## config.mk

```make
export PLATFORM = sky130hd
export DESIGN_NAME = interrupt_sequencer
export DESIGN_NICKNAME = d
export VERILOG_FILES = /design/src/rtl/pic_pkg.sv /design/src/rtl/priority_resolver.sv /design/src/rtl/interrupt_sequencer.sv
export SDC_FILE = /design/constraint.sdc
export NUM_CORES = 1
export LEC_CHECK = 0
export CAP_MARGIN = 20
export CELL_PAD_IN_SITES_DETAIL_PLACEMENT = 2
export CELL_PAD_IN_SITES_GLOBAL_PLACEMENT = 2
export CORE_ASPECT_RATIO = 1.75
export CORE_MARGIN = 8
export CORE_UTILIZATION = 34
export DETAILED_ROUTE_END_ITERATION = 10
export GPL_TIMING_DRIVEN = 1
export PLACE_DENSITY_LB_ADDON = 0.1
export SLEW_MARGIN = 20
export SYNTH_ARGS = -nofsm -noshare
export SYNTH_HDL_FRONTEND = slang
export SYNTH_SLANG_ARGS = --single-unit
```

## constraint.sdc

```tcl
create_clock -name clk -period 5.6 [get_ports clk]
set_clock_uncertainty 0.1 [all_clocks]
set_input_delay 1.12 -clock clk [delete_from_list [all_inputs] [get_ports clk]]
set_output_delay 1.12 -clock clk [all_outputs]
set_load 0.03 [all_outputs]
```

## src/rtl/pic_pkg.sv

```systemverilog
// Shared constants for the 8259A-style interrupt sequencer.
// Latency: n/a (constants and a combinational helper only).
// Backpressure: n/a.
package pic_pkg;

  // Sequencer FSM encodings
  localparam logic [1:0] ST_IDLE = 2'd0;
  localparam logic [1:0] ST_PEND = 2'd1;
  localparam logic [1:0] ST_ACK1 = 2'd2;
  localparam logic [1:0] ST_ACK2 = 2'd3;

  // EOI command type carried on eoi_specific
  localparam logic EOI_NS = 1'b0;
  localparam logic EOI_SP = 1'b1;

  // Level reported when the request vanished before the first INTA
  localparam logic [2:0] SPURIOUS_LEVEL = 3'd7;

  // Rotate an 8-bit vector right by n: out[p] = v[(p + n) mod 8]
  function automatic logic [7:0] rotr8(input logic [7:0] v, input logic [2:0] n);
    logic [15:0] w_dbl;
    w_dbl = {v, v} >> n;
    return w_dbl[7:0];
  endfunction

endpackage

```

## src/rtl/priority_resolver.sv

```systemverilog
// Picks the highest-priority unmasked request that outranks the in-service level.
// Latency: purely combinational.
// Backpressure: none.
// Ports: i_req (irr & ~imr), i_isr, i_lowest (lowest-priority level);
//        o_cand_valid/o_cand_level (winning request), o_isr_top_level (highest ISR bit).
module priority_resolver
  import pic_pkg::*;
(
  input  logic [7:0] i_req,
  input  logic [7:0] i_isr,
  input  logic [2:0] i_lowest,
  output logic       o_cand_valid,
  output logic [2:0] o_cand_level,
  output logic [2:0] o_isr_top_level
);

  // After rotation bit 0 holds the highest-priority level (lowest + 1).
  logic [2:0] w_shift;
  logic [7:0] w_req_rot;
  logic [7:0] w_isr_rot;
  logic [2:0] w_req_pri;
  logic [2:0] w_isr_pri;
  logic       w_req_any;
  logic       w_isr_any;

  assign w_shift   = i_lowest + 3'd1;
  assign w_req_rot = rotr8(i_req, w_shift);
  assign w_isr_rot = rotr8(i_isr, w_shift);

  // Find-first from the top down so the last hit is the lowest index.
  always_comb begin
    w_req_pri = 3'd0;
    w_req_any = 1'b0;
    w_isr_pri = 3'd0;
    w_isr_any = 1'b0;
    for (int i = 7; i >= 0; i--) begin
      if (w_req_rot[i]) begin
        w_req_pri = 3'(i);
        w_req_any = 1'b1;
      end
      if (w_isr_rot[i]) begin
        w_isr_pri = 3'(i);
        w_isr_any = 1'b1;
      end
    end
  end

  // Strictly higher priority than anything in service (equal level never nests).
  assign o_cand_valid    = w_req_any && (!w_isr_any || (w_req_pri < w_isr_pri));
  // Rotate back: priority index plus shift gives the physical level.
  assign o_cand_level    = w_req_pri + w_shift;
  assign o_isr_top_level = w_isr_pri + w_shift;

endmodule

```

## src/rtl/interrupt_sequencer.sv

```systemverilog
// 8259A control core: IRR/ISR, priority, INT and the two-pulse INTA vector sequence, EOI.
// Latency: irq->irr 1 cycle, irq->int_out 2 cycles, 2nd inta->vector_valid 1 cycle.
// Backpressure: none; inta/eoi are single-cycle strobes, inta in IDLE is ignored.
// Ports: clk/rst (async active-high); irq, imr, icw2_base/base_wr, aeoi, rotate_en,
//        eoi_valid/eoi_specific/eoi_level, inta in; int_out, vector/vector_valid,
//        irr, isr, busy out.
module interrupt_sequencer
  import pic_pkg::*;
#(
  parameter logic [4:0] RESET_BASE = 5'b00000
) (
  input  logic       clk,
  input  logic       rst,
  input  logic [7:0] irq,
  input  logic [7:0] imr,
  input  logic [4:0] icw2_base,
  input  logic       base_wr,
  input  logic       aeoi,
  input  logic       rotate_en,
  input  logic       eoi_valid,
  input  logic       eoi_specific,
  input  logic [2:0] eoi_level,
  input  logic       inta,
  output logic       int_out,
  output logic [7:0] vector,
  output logic       vector_valid,
  output logic [7:0] irr,
  output logic [7:0] isr,
  output logic       busy
);

  logic [1:0] r_state;
  logic [7:0] r_irr;
  logic [7:0] r_blk;      // levels acknowledged whose irq has not yet dropped
  logic [7:0] r_isr;
  logic [2:0] r_lowest;
  logic [4:0] r_base;
  logic [2:0] r_level;
  logic       r_spurious;
  logic       r_int;
  logic [7:0] r_vector;
  logic       r_vector_valid;

  logic [1:0] w_state_next;
  logic       w_cand_valid;
  logic [2:0] w_cand_level;
  logic [2:0] w_isr_top_level;
  logic       w_ack1;
  logic       w_ack2;
  logic       w_ns_eoi;
  logic       w_aeoi_do;
  logic [7:0] w_set;
  logic [7:0] w_eoi_clr;
  logic [7:0] w_aeoi_clr;
  logic [7:0] w_isr_next;
  logic [7:0] w_blk_next;

  priority_resolver u_resolver (
    .i_req           (r_irr & ~imr),
    .i_isr           (r_isr),
    .i_lowest        (r_lowest),
    .o_cand_valid    (w_cand_valid),
    .o_cand_level    (w_cand_level),
    .o_isr_top_level (w_isr_top_level)
  );

  assign w_ack1    = (r_state == ST_PEND) && inta;
  assign w_ack2    = (r_state == ST_ACK1) && inta;
  assign w_ns_eoi  = eoi_valid && (eoi_specific == EOI_NS) && (|r_isr);
  assign w_aeoi_do = w_ack2 && aeoi && !r_spurious;

  // A first INTA with no candidate is spurious and leaves ISR alone.
  assign w_set      = (w_ack1 && w_cand_valid) ? (8'd1 << w_cand_level) : 8'd0;
  assign w_aeoi_clr = w_aeoi_do ? (8'd1 << r_level) : 8'd0;

  // EOI looks at the pre-update ISR; specific EOI on an empty bit is harmless.
  always_comb begin
    w_eoi_clr = 8'd0;
    if (eoi_valid) begin
      if (eoi_specific == EOI_SP) begin
        w_eoi_clr = 8'd1 << eoi_level;
      end else if (w_ns_eoi) begin
        w_eoi_clr = 8'd1 << w_isr_top_level;
      end
    end
  end

  // Set is ORed last so an acknowledge beats a clear of the same bit.
  assign w_isr_next = (r_isr & ~(w_eoi_clr | w_aeoi_clr)) | w_set;

  // Block releases as soon as the line drops; a new acknowledge blocks its level.
  assign w_blk_next = (r_blk & irq) | w_set;

  always_comb begin
    w_state_next = r_state;
    case (r_state)
      ST_IDLE: if (w_cand_valid) w_state_next = ST_PEND;
      ST_PEND: begin
        if (inta) begin
          w_state_next = ST_ACK1;
        end else if (!w_cand_valid) begin
          w_state_next = ST_IDLE;
        end
      end
      ST_ACK1: if (inta) w_state_next = ST_ACK2;
      default: w_state_next = ST_IDLE;
    endcase
  end

  always_ff @(posedge clk or posedge rst) begin
    if (rst) begin
      r_state        <= ST_IDLE;
      r_irr          <= 8'd0;
      r_blk          <= 8'd0;
      r_isr          <= 8'd0;
      r_lowest       <= 3'd7;
      r_base         <= RESET_BASE;
      r_level        <= 3'd0;
      r_spurious     <= 1'b0;
      r_int          <= 1'b0;
      r_vector       <= 8'd0;
      r_vector_valid <= 1'b0;
    end else begin
      r_state        <= w_state_next;
      r_irr          <= irq & ~w_blk_next;
      r_blk          <= w_blk_next;
      r_isr          <= w_isr_next;
      r_int          <= (w_state_next == ST_PEND);
      r_vector_valid <= w_ack2;

      if (base_wr) begin
        r_base <= icw2_base;
      end

      if (w_ack1) begin
        r_level    <= w_cand_valid ? w_cand_level : SPURIOUS_LEVEL;
        r_spurious <= !w_cand_valid;
      end

      if (w_ack2) begin
        r_vector <= {r_base, r_level};
      end

      // AEOI rotation takes precedence over a coincident non-specific EOI.
      if (rotate_en) begin
        if (w_aeoi_do) begin
          r_lowest <= r_level;
        end else if (w_ns_eoi) begin
          r_lowest <= w_isr_top_level;
        end
      end
    end
  end

  assign int_out      = r_int;
  assign vector       = r_vector;
  assign vector_valid = r_vector_valid;
  assign irr          = r_irr;
  assign isr          = r_isr;
  assign busy         = (r_state != ST_IDLE);

endmodule
```

* Word level (Yosys, flattened, before mapping) *
Index checks and enable logic that the tools add are counted.
W data, S select, Z words.

storage, ports and cells
  flip-flop bits (word level) = 48
  word-level logic and storage cells = 97
  input port bits = 32

operators by class
  reductions and logical operators = 17
  bitwise operators = 11
  $add $sub $neg = 3
  multiplexer cells = 45
  equality and inequality tests = 3
  shifts and indexed selects = 6
  order comparisons = 1

operator list
  cell                   number
  $mux W3                19
  $mux W8                5
  $and A8 B8 Y8          4
  $shl A1 B3 Y8 const A  4
  $shr A16 B3 Y8         2
  $not A8 Y8             3
  $or A8 B8 Y8           3
  $mux W1                16
  $logic_and A1 B1 Y1    8
  $mux W2                4
  $reduce_or A8 Y1       1
  $add A3 B3 Y3          2
  $pmux W2 S3            1
  $eq A2 B1 Y1 const B   2
  $reduce_bool A2 Y1     2
  $add A3 B1 Y3 const B  1
  $logic_not A1 Y1       3
  $lt A3 B3 Y1           1
  $eq A2 B2 Y1 const B   1
  $logic_not A2 Y1       1
  $reduce_and A2 Y1      1
  $logic_or A1 B1 Y1     1
  $not A1 Y1             1

* Longest topological paths before layout *
Gate-level depths: netlist (run 1).

  word-level depth = 19
  gate-level depth with buffers = 17

* Cells and area by module *
Synthesis (run 1) repeated with hierarchy kept, for this count alone.

unflattened totals
  cells, all modules = 323
  area total of the unflattened synthesis = 3354.5 um2

modules (own cells, without submodules)
  module               seq. area each (um2)  cells each  times used  area an instance (um2)
  interrupt_sequencer  1204.9                208         1           2177.1
  priority_resolver    0.0                   115         1           1177.4

* Worst setup path before layout (run 1) *
No wires, ideal clock.

  path kind = input to register
  start = input port imr[7]
  end = register r_irr[1], in the netlist irr[1]
  path buffers = 1
  arrival = 4123 ps
  slack = 1251 ps
  stages on the path = 12
  setup time = 126 ps
  cells stage by stage = and3b_4 or2_1 mux4_2 or4_4 nor2b_4 ha_1 a21o_1 nand2_1 o211ai_2 or3_1 buf_2 o311a_1

on the way
  cells in the longest elaborated chain, start to end = 19
  elaborated cells on any way between the ends = 29

RTL lines
  item                   line                        text
  from (decl)            interrupt_sequencer.sv:15   input logic [7:0] imr,
  $not A8 Y8 *           interrupt_sequencer.sv:59   .i_req (r_irr & ~imr),
  $and A8 B8 Y8 *        interrupt_sequencer.sv:59
  $shr A16 B3 Y8 *       pic_pkg.sv:22               w_dbl = {v, v} >> n;
  $mux W3 (8 in series)  priority_resolver.sv:37     if (w_req_rot[i]) begin
  $lt A3 B3 Y1           priority_resolver.sv:49     assign o_cand_valid = w_req_any && (!w_isr_any || (w_req_pri < w_isr_pri));
  $logic_or A1 B1 Y1     priority_resolver.sv:49
  $logic_and A1 B1 Y1    priority_resolver.sv:49
  $logic_and A1 B1 Y1    interrupt_sequencer.sv:73   assign w_set = (w_ack1 && w_cand_valid) ? (8'd1 << w_cand_level) : 8'd0;
  $mux W8 *              interrupt_sequencer.sv:73
  $or A8 B8 Y8 *         interrupt_sequencer.sv:92   assign w_blk_next = (r_blk & irq) | w_set;
  $not A8 Y8 *           interrupt_sequencer.sv:125  r_irr <= irq & ~w_blk_next;
  $and A8 B8 Y8 *        interrupt_sequencer.sv:125
  to (signal assigned)   interrupt_sequencer.sv:125
  to (decl)              interrupt_sequencer.sv:33   logic [7:0] r_irr;

Every way passes the cells marked *; elsewhere a longest branch is shown, timed or not.
A chain may end at the register's enable or synchronous reset.

* Worst setup path in the final report (run 1) *
  start = input port imr[7]
  end = register r_isr[4], in the netlist isr[4]

on the way
  cells in the longest elaborated chain, start to end = 17
  elaborated cells on any way between the ends = 27

RTL lines
  item                     line                        text
  $not A8 Y8 *             interrupt_sequencer.sv:59
  $and A8 B8 Y8 *          interrupt_sequencer.sv:59
  $shr A16 B3 Y8 *         pic_pkg.sv:22
  $mux W3 (8 in series)    priority_resolver.sv:37
  $lt A3 B3 Y1             priority_resolver.sv:49
  $logic_or A1 B1 Y1       priority_resolver.sv:49
  $logic_and A1 B1 Y1      priority_resolver.sv:49
  $logic_and A1 B1 Y1      interrupt_sequencer.sv:73
  $mux W8 *                interrupt_sequencer.sv:73
  $or A8 B8 Y8 *           interrupt_sequencer.sv:89   assign w_isr_next = (r_isr & ~(w_eoi_clr | w_aeoi_clr)) | w_set;
  named net w_isr_next[4]  interrupt_sequencer.sv:55   logic [7:0] w_isr_next;
  to (signal assigned)     interrupt_sequencer.sv:127  r_isr <= w_isr_next;
  to (decl)                interrupt_sequencer.sv:35   logic [7:0] r_isr;

Mark *: on every way through the listed nets, which the timed path passes. The rest lies on a longest branch.

==> reports/metrics.cfg, run 1 <==
[outcome]
status = completed

[synth]
yosys.area_share.simple_pct = 22.4
yosys.area_share.adder_pct = 3.01
synth_cell_types = 72
syn-cell-area_um2 = 3410
synth-xor-area-share_pct = 2.02
ys.warnings.count = 0
ys_seq_area_share_pct = 35.4
ys_async_sr_fraction_pct = 100
avgSynthCellArea_um2 = 10.1
synth_top_family_by_area = simple AND/OR/NAND/NOR gates
synth_area_leaders = dfrtp_1 (33%), mux4_2 (9.3%), nand2_1 (4.5%), o21ai_0 (2.8%), nand3b_1 (2.4%)
synthMuxAreaShare_pct = 13.7
syn_inst = 338
synth_top_area_share_pct = 33.1
synth_edf_count = 0
ys_top_cells_by_count = dfrtp_1 (45), nand2_1 (41), o21ai_0 (19)
synth.most_common_cell = dfrtp_1
yosys.area.top_type = dfrtp_1
syn_nets = 377
synth_ff_type = dfrtp_1
synth-compound-area-share_pct = 19.1
ys_ff_latch = 48

[layout]
final_nets = 435
syn_to_final_growth_pct = 25.5
fillers = 1052
seqCellArea_um2 = 1200
drive_gt1_share_pct = 15.9
n_antenna_cell = 0
multi_input_area_um2 = 2050

[sta]
period_needed_ns = 4.88
maxSlewViolCount = 0
worst_pin_slew_ns = 0.915
hold_viol = 0
finalSetupTns_ns = 0
relSlewSlack_pct = 38.9
setup_violations = 0
timing.fmax_ghz = 0.205
rsz0062_at_grt = no
fin_crit_sh_pct = 87.2

[global_route]
grt_pass1_vias = 3458
track_usage_pct = 17.5
grt_pass1_wl_mm = 18.8
antenna_found_initial = 0
gr-total-overflow = 0
grt_max_degree = 49

[routing]
vias_per_cell = 5.78
wirelength_mm = 11.7
drt_pass1_iterations = 4
drc_errors = 0
detail_route.wl_per_cell_um = 22.4
drtIter0Drc = 63
ant_nets = 0
vias = 3015

[setup_path]
cp_max_fo = 6
required_ns = 5.66
crit_type = primary input to flip-flop
start_kind = primary input
crit_path_top_delay_cell = or4_4
slowest_delay_ns = 0.60
cp_cell_sequence = clkdlybuf4s50_1 > and3b_4 > or2_1 > mux4_2 > or4_4 > nor2b_4 > ha_1 > a21o_1 > nand2_1 > o211ai_2 > or3_1 > o31ai_1
cp.arrival_ns = 4.95
critical_path.endpoint_type = flip-flop

[clocking]
ctsRootBufferMaster = clkbuf_16
cts_hold_buf = 0
path_clk_slew_ns = 0.06
clockBufferDepth = 2
cts_tree = built
numCtsBuffers = 5
clock_sinks = 48
post_cts_buffers = 0
worstSkewPairLatency_ns = 0.29
cts_resized = 0
cts_max_level = 2

[die]
die_h_um = 148
die_x_um = 91.7
start_util_pct = 34.8
core.rowCount = 48
core-area_um2 = 9790
io_pins = 59
dieArea_um2 = 13600

[placement]
hpwl_mm = 9.28
io_buffer_count = 58
gp_congestion = 0.814

[run]
maxCapViolations = 0

[worst_hold_path]
hold_path_class = flip-flop to flip-flop

==> state kept, by name, indices dropped and copies added (netlist names) <==
name and flops:
irr 8, r_spurious 1, vector_valid 1, int_out 1, r_level 3, r_blk 8, r_base 5, isr 8
r_lowest 3, r_state 2, vector 8
==> logic make-up after synthesis <==
| group | count (synthesis) |
|---|---|
| AND/OR/NAND/NOR | 132 |
| AO/OA/AOI/OAI | 86 |
| flip-flops | 48 |
| buffers and inverters | 33 |
| multiplexers | 25 |
| XOR/XNOR | 7 |
| adder cells (fa/ha/maj) | 7 |
==> layout make-up <==
cell class / count / area share (%)
tap: 125 / 3.66
inverter: 18 / 1.61
multi-input combinational: 257 / 48.0
clock inverter: 2 / 0.322
timing repair buffer: 66 / 15.0
clock buffer: 6 / 3.25
sequential: 48 / 28.2
==> path summary, 6_finish.rpt <==
path | endpoint | from | depth (start not counted) | slack [ns]
setup / recovery | isr[4]$_DFF_PP0_ | imr[7] | 12 | 0.72
hold / removal | irr[2]$_DFF_PP0_ | r_blk[2]$_DFF_PP0_ | 1 | 0.34
setup reg to reg | isr[4]$_DFF_PP0_ | r_lowest[0]$_DFFE_PP1P_ | 12 | 0.77
hold reg to reg | irr[2]$_DFF_PP0_ | r_blk[2]$_DFF_PP0_ | 1 | 0.34
max in group asynchronous | isr[6]$_DFF_PP0_ | rst | 2 | 3.68
min in group asynchronous | irr[3]$_DFF_PP0_ | rst | 2 | 1.20
==> per-stage QoR <==
| step | utilization [%] | worst slack [ns] | cells | area, µm² | hold WS (ns) |
|---|---|---|---|---|---|
| 4_1_cts | 43.7 | 0.629 | 522 | 4270 | 0.337 |
| 2_1_floorplan | - | 1.25 | 338 | 3410 | 0.303 |
| 3_3_place_gp | 42.1 | 0.583 | 514 | 4120 | 0.314 |
| 3_5_place_dp | 42.1 | 0.349 | 514 | 4120 | 0.328 |
| 5_1_grt | 43.7 | 0.467 | 522 | 4280 | 0.355 |
| 6_report | 43.7 | 0.716 | 522 | 4280 | 0.336 |
==> worst max-delay path, delay by kind of cell <==
kind	cells	cell delay (ns)
fa+ha+maj	1	0.30
mux	1	0.50
buf+inv	1	0.50
compound gates	3	0.68
simple gates	6	1.85
==> placed cells by master, fill, tap and decap left out, types with 4 or more instances in the layout <==
master           Yosys  layout
inv_1               16      15
nand2_1             41      41
ha_1                 5       5
buf_4                2       8
clkbuf_16            0       5
nand2b_1             5       5
nand3b_1            11      11
o21ai_0             19      19
a31oi_1              6       6
nor3b_1              6       6
o311a_1              4       4
nor2b_1             13      13
nand3_1              5       5
a21oi_1              9       9
mux4_2              14      14
or3_1                5       5
nor3_1               4       4
xnor2_1              4       4
o31ai_1             11      11
nand4_1              6       6
clkdlybuf4s50_1      0      58
o31ai_2              6       6
dfrtp_1             45      45
or3b_2               4       4
nor2_1              14      14
mux2_2               7       7
==> routing by layer <==
metal | vias up | wire length [µm] | GRT usage, %
met3 | 21 | 255 | 2.37
met1 | 1555 | 4220 | 17.5
met2 | 47 | 6810 | 34.5
met4 | 0 | 387 | 7.50
li1 | 1392 | - | -
met5 | - | 0 | 0
Power of run 1 is left out: the tool's default activity adds up to more than one toggle a clock period on the data nets, which glitch-free logic cannot reach.
==> run 2: changes to the inputs <==
- CORE_ASPECT_RATIO: 1.75 -> 1.25
- SLEW_MARGIN: 20 -> 40
==> reports/metrics.cfg, run 2 (same netlist as run 1, synthesis figures left out) <==
[clocking]
clockBufferDepth = 2  ; unchanged
clock_sinks = 48  ; unchanged
worstSkewPairLatency_ns = 0.29  ; about the same
ctsRootBufferMaster = clkbuf_16
cts_hold_buf = 0  ; unchanged
numCtsBuffers = 5  ; unchanged
path_clk_slew_ns = 0.07  ; about the same
cts_max_level = 2  ; unchanged
cts_resized = 0  ; unchanged
cts_tree = built
post_cts_buffers = 0  ; unchanged

[die]
dieArea_um2 = 13500  ; -0.78%
io_pins = 59  ; unchanged
die_x_um = 106  ; +15%
core.rowCount = 41  ; -15%
die_h_um = 128  ; -14%
start_util_pct = 34.2  ; -0.57 points
core-area_um2 = 9950  ; +1.7%

[setup_path]
regToRegSetupSlack_ns = 0.54  ; -0.23 ns
critical_path.endpoint_type = flip-flop
cp_max_fo = 8  ; +2
required_ns = 5.68  ; +0.02 ns
start_kind = flip-flop
crit_type = flip-flop to flip-flop
cp.arrival_ns = 5.14  ; +0.19 ns

[global_route]
track_usage_pct = 17.0  ; -0.52 points
grt_pass1_vias = 3405  ; -1.5%
grt_max_degree = 49  ; unchanged
antenna_found_initial = 0  ; unchanged
gr-total-overflow = 0  ; unchanged
grt_pass1_wl_mm = 18.3  ; -2.3%

[layout]
seqCellArea_um2 = 1200  ; unchanged
final_cell_mix = clkdlybuf4s50_1 (58), dfrtp_1 (45), nand2_1 (41)
layout_commonest_cell = clkdlybuf4s50_1
drive_gt1_share_pct = 16.6  ; +0.71 points
fillers = 1044  ; -0.76%
syn_to_final_growth_pct = 26.9
fin_util_pct = 43.4  ; -0.24 points
n_antenna_cell = 0  ; unchanged
multi_input_area_um2 = 2060  ; +0.43%
final_nets = 436  ; +0.23%

[routing]
wirelength_mm = 11.3  ; -3.3%
drt_pass1_iterations = 4  ; unchanged
ant_nets = 0  ; unchanged
detail_route.wl_per_cell_um = 21.4  ; -4.2%
vias_per_cell = 5.65  ; -2.3%
drtIter0Drc = 96  ; +52%
drc_errors = 0  ; unchanged
vias = 2975  ; -1.3%

[sta]
hold_viol = 0  ; unchanged
rsz0062_at_grt = no
worst_pin_slew_ns = 0.847  ; -0.0683 ns
period_needed_ns = 5.06  ; +0.175 ns
maxSlewViolCount = 0  ; unchanged
fin_crit_sh_pct = 90.4  ; +3.1 points
timing.fmax_ghz = 0.198  ; -3.5%
relSlewSlack_pct = 43.4  ; +4.5 points
setup_violations = 0  ; unchanged
finalSetupTns_ns = 0  ; unchanged

[outcome]
status = completed

[run]
maxCapViolations = 0  ; unchanged

[worst_hold_path]
hold_path_class = flip-flop to flip-flop

[placement]
hpwl_mm = 8.75  ; -5.7%
io_buffer_count = 58  ; unchanged
gp_congestion = 0.876  ; +7.7%

==> run 2: changes by cell type in the layout (fill, tap and decap cells not counted), sizes merged <==
cell,before,now
clkinv,3,2
bufinv,0,1
buf,8,9
==> run 2: layout make-up <==
class                      count  share of cell area [%]
inverter                      18                    1.62
multi-input combinational    257                    47.7
timing repair buffer          67                    15.0
tap                          129                    3.73
clock buffer                   6                    3.21
sequential                    48                    27.9
clock inverter                 2                   0.897
==> run 2: final timing paths <==
path	start	end	depth (start not counted)
max	r_lowest[1]$_DFFE_PP1P_	irr[5]$_DFF_PP0_	12
min	r_blk[2]$_DFF_PP0_	irr[2]$_DFF_PP0_	1
max reg2reg	r_lowest[1]$_DFFE_PP1P_	irr[5]$_DFF_PP0_	12
min reg2reg	r_blk[2]$_DFF_PP0_	irr[2]$_DFF_PP0_	1
max in group asynchronous	rst	r_blk[2]$_DFF_PP0_	2
min in group asynchronous	rst	isr[0]$_DFF_PP0_	2
==> run 2: metal layers <==
layer | vias up | part of all wire, % | track usage [%]
met5 | - | 0 | 0
met4 | 0 | 2.7 | 7.05
met3 | 22 | 2.3 | 2.82
met2 | 47 | 54 | 30.6
met1 | 1504 | 41 | 19.5
li1 | 1402 | - | -
==> run 2: critical path: stages, from the launching register on <==
cell	delay, ns
dfstp_2	0.54
ha_1	0.19
xor2_1	0.69
mux4_1	0.72
mux2_2	0.32
or2_1	0.21
o221ai_1	0.36
ha_1	0.24
inv_1	0.05
fa_1	0.60
inv_1	0.10
or3_1	0.50
o311a_1	0.33
==> run 2: through the flow <==
step | hold slack [ns] | setup slack [ns] | instance area, µm² | std cells
floorplan | 0.303 | 1.25 | 3410 | 338
detailed placement | 0.329 | 0.416 | 4140 | 519
global route | 0.343 | 0.314 | 4320 | 527
global placement | 0.315 | 0.561 | 4130 | 519
CTS | 0.333 | 0.543 | 4310 | 527
finish | 0.330 | 0.540 | 4320 | 527
Power of run 2 is left out for the same reason.
==> run 3: changes to the inputs <==
- CTS_CLUSTER_SIZE: unset -> 14
- GPL_ROUTABILITY_DRIVEN: unset -> 1
- SETUP_SLACK_MARGIN: unset -> 0.05
==> results of run 3 <==
Same layout as run 2: the final DEF is identical, and so are final timing and power.
Power of run 3 is left out for the same reason.
==> variant 1 (config.mk and constraints of run 3) <==
Reset style: synchronous (`rst`), changed in one clocked block. Comments in the files are not updated.
--- a/src/rtl/interrupt_sequencer.sv
+++ b/src/rtl/interrupt_sequencer.sv
@@ -107,7 +107,7 @@
     endcase
   end
 
-  always_ff @(posedge clk or posedge rst) begin
+  always_ff @(posedge clk) begin
     if (rst) begin
       r_state        <= ST_IDLE;
       r_irr          <= 8'd0;
Function: differs if rst is asserted again (counterexample within 4 cycles, from zero or initial values and one cycle with rst high); with rst held inactive, the same outputs for 10 cycles.
==> variant 1 against run 3 <==
- worst setup slack improved by 0.17 ns
- via count up 0.84%
- non-clock buffer count is 3 lower
- synthesized area rose by 4.6%
- wire length up 1.2%
- final area grew 0.17%
- synthesized cell count rose by 3.6%
- sequential cell count did not move
==> variant 1: results <==
[hold_path]
holdPathEnd = irr[0]
hold_depth = 1

[cells_and_area]
layout-drive-gt1-share = 0.183
multi_input_area_share = 0.548
finalNonFillerCells = 537
regArea_sq_um = 961
fill_cells = 1133
inverters = 17
seq_cell_count = 48
n_all_buffers = 64
num-nets-final = 444
clkCellAreaFrac = 0.0309
buffer_area_frac = 0.143

[route]
drt_iter0_markers = 128
routed_wirelength_um = 11400
avgViaCountPerCell = 5.59

[worst_setup_path]
critPathMaxStageDelay_ns = 0.60
crit_family = simple AND/OR/NAND/NOR gates
slowest_stage = fa_1
ff2ff_setup_slack_ns = 1.25
regToRegStartpoint = r_lowest[0]
reg2reg_to = r_blk[2]
crit_arrival_ns = 5.00

[cts]
clk_pin_slew_ns = 0.06

[timing]
worst_slew_pin_slew_ns = 0.750

[synthesis]
synth_top_cells_by_count = 48 x dfxtp_1, 36 x nor2_1, 17 x mux2i_1, 15 x inv_1
async_flop_share = 0
netlist_top_cells_area = dfxtp_1 27%, mux4_2 7.6%, mux2i_1 4.8%
synth_cells = 350
ys_seq_area_frac = 0.270
syn_nets = 389
synthDistinctLibCells = 79

[placed_design]
place_inst = 529
gp_congestion = 0.771
dp_hpwl_um = 9090

[global_routing]
grt_usage = 0.168
grt_max_degree = 30

[status]
status = completed
[variant 1: power groups by stage]
stage / combinational [mW] / sequential, mW / clock [mW]
after floorplan: 0.522 / 0.432 / 0
after global placement: 0.711 / 0.418 / 0
after detailed placement: 0.719 / 0.420 / 0
after CTS: 0.725 / 0.412 / 0.299
after global routing: 0.785 / 0.417 / 0.308
final: 0.726 / 0.412 / 0.291
[variant 1: worst register-to-register path: cells and delay by family (launching register included)]
kind                     cells  cell delay [ns]
multiplexers                 2             0.88
XOR/XNOR                     1             0.46
flip-flops                   1             0.31
AO/OA/AOI/OAI                3             0.80
adder cells (fa/ha/maj)      2             0.86
AND/OR/NAND/NOR              4             0.86
[variant 1: layer usage]
layer  GRT usage  up-vias  wire (um)
li1            -     1441          -
met3      0.0240       13        236
met1       0.184     1513       4560
met4      0.0516        0        174
met5           0        -          0
met2       0.322       33       6450
[variant 1: kinds of logic after synthesis]
family                     synth area share
and+or+nand+nor                       0.249
DFF                                   0.270
muxes                                 0.189
buffers and inverters                0.0660
adders and majority gates            0.0288
AOI/OAI and AO/OA                     0.176
xor gates and xnor gates             0.0218
[variant 1: how the worst max path moves through the flow]
stage               startpoint  endpoint  slack [ns]  cells past startpoint
floorplan               imr[5]    isr[3]        1.26                     11
global placement        imr[5]    isr[7]        0.54                     12
detailed placement      imr[2]    isr[6]        0.43                     12
CTS                     imr[2]  r_blk[2]        0.70                     12
global route            imr[4]    isr[6]        0.41                     12
finish                  imr[4]  r_blk[2]        0.71                     12
[variant 1: stage by stage]
step	hold WS, ns	instance area, sq um
final	0.328	4330
after global routing	0.341	4330
after CTS	0.330	4320
after detailed placement	0.321	4190
after global placement	0.310	4190
after floorplan	0.305	3560
==> variant 2 (flow settings as in run 3) <==
Without the edit above. Register the input `irq` before use, without a reset. The logic sees it one clock later. The other inputs are not delayed to match. Comments in the files are not updated.
--- a/src/rtl/interrupt_sequencer.sv
+++ b/src/rtl/interrupt_sequencer.sv
@@ -28,6 +28,12 @@
   output logic [7:0] isr,
   output logic       busy
 );
+
+  logic [7:0] irq_q;
+
+  always_ff @(posedge clk) begin
+    irq_q <= irq;
+  end
 
   logic [1:0] r_state;
   logic [7:0] r_irr;
@@ -89,7 +95,7 @@
   assign w_isr_next = (r_isr & ~(w_eoi_clr | w_aeoi_clr)) | w_set;
 
   // Block releases as soon as the line drops; a new acknowledge blocks its level.
-  assign w_blk_next = (r_blk & irq) | w_set;
+  assign w_blk_next = (r_blk & irq_q) | w_set;
 
   always_comb begin
     w_state_next = r_state;
@@ -122,7 +128,7 @@
       r_vector_valid <= 1'b0;
     end else begin
       r_state        <= w_state_next;
-      r_irr          <= irq & ~w_blk_next;
+      r_irr          <= irq_q & ~w_blk_next;
       r_blk          <= w_blk_next;
       r_isr          <= w_isr_next;
       r_int          <= (w_state_next == ST_PEND);
Function: changed (Yosys sat finds a counterexample within 4 cycles, from zero or initial values and one cycle with rst high).
==> variant 2 against run 3 <==
- non-clock buffer count fell by 1
- sequential cell count rose by 8
- via count rose by 14%
- worst setup slack improved by 0.40 ns
- wire length rose by 7.2%
- final area rose by 7.9%
- first-iteration DRC count rose by 59%
- synthesized area rose by 12%
- critical path type is now input pin to register
Power is not shown: default switching activity piles up to over one toggle a cycle in this logic, so the estimate is an artifact.
==> variant 2: results <==
[placed_design]
dp_hpwl_um = 9560
gp_congestion = 0.809

[worst_setup_path]
critPathMaxStageDelay_ns = 0.49
worstSetupStartpoint = imr[4]
r2r_cells = 11
crit_path_max_fanout = 10
regToRegStartpoint = r_lowest[0]
crit_arrival_ns = 4.72
ff2ff_setup_slack_ns = 1.29
crit_family = simple AND/OR/NAND/NOR gates
slowest_stage = clkdlybuf4s50_1
crit_path_end = r_blk[1]

[route]
met2_length_um = 6350
routed_wirelength_um = 12100
drt_iter0_markers = 153
m1WireLength_um = 5160
avgViaCountPerCell = 5.80

[global_routing]
grt_use_met1 = 0.191
grt_usage = 0.165
grt_util_met2 = 0.301
use_met3 = 0.0308
grt_pass1_wl_um = 20400

[synthesis]
async_flop_share = 0.857
netlist_top_cells_area = dfrtp_1 30%, mux4_2 5.9%, nand2_1 5.6%
syn_nets = 432

[cells_and_area]
num-nets-final = 488
layout-drive-gt1-share = 0.133

[timing]
slew_headroom = 0.464

[status]
status = completed
==> variant 2: worst min path at each step <==
stage,from,end,slack (ns),cells past startpoint
after floorplan,irq_q[1],r_blk[1],0.32,2
after global placement,irq_q[0],irr[0],0.35,1
after detailed placement,irq_q[2],irr[2],0.36,1
after CTS,irq_q[2],irr[2],0.37,1
after global routing,irq_q[0],irr[0],0.39,1
final,irq_q[2],irr[2],0.36,1
==> variant 2: cell families after synthesis <==
group                      Yosys count  share of synthesized area
and+or+nand+nor                    160                      0.230
AOI/OAI and AO/OA                   94                      0.185
DFF                                 56                      0.359
muxes                               37                      0.138
buffers and inverters               35                     0.0447
adders and majority gates            7                     0.0270
xor gates and xnor gates             4                     0.0161
==> variant 2: through the flow <==
step / area, sq um / std cells / worst slack, ns / util
after floorplan: 3810 / 393 / 1.34 / -
after global placement: 4510 / 577 / 0.771 / 0.409
after detailed placement: 4520 / 577 / 0.665 / 0.409
after CTS: 4660 / 585 / 0.969 / 0.423
after global routing: 4660 / 585 / 0.715 / 0.423
final: 4660 / 585 / 0.945 / 0.423
==> variant 2: layout make-up <==
class / count / area, sq um
clock buffer: 5 / 125
clock inverter: 3 / 22.5
inverter: 18 / 70.1
multi-input combinational: 302 / 2270
tap: 135 / 169
fill: 1185 / 6370
sequential: 56 / 1370
timing repair buffer: 66 / 641
==> variant 2: worst reg2reg max path: cells and delay by family (launching register included) <==
family	cells	cell delay (ns)
DFF	1	0.54
adders and majority gates	2	0.89
AOI/OAI and AO/OA	6	1.42
buffers and inverters	1	0.25
muxes	2	0.96
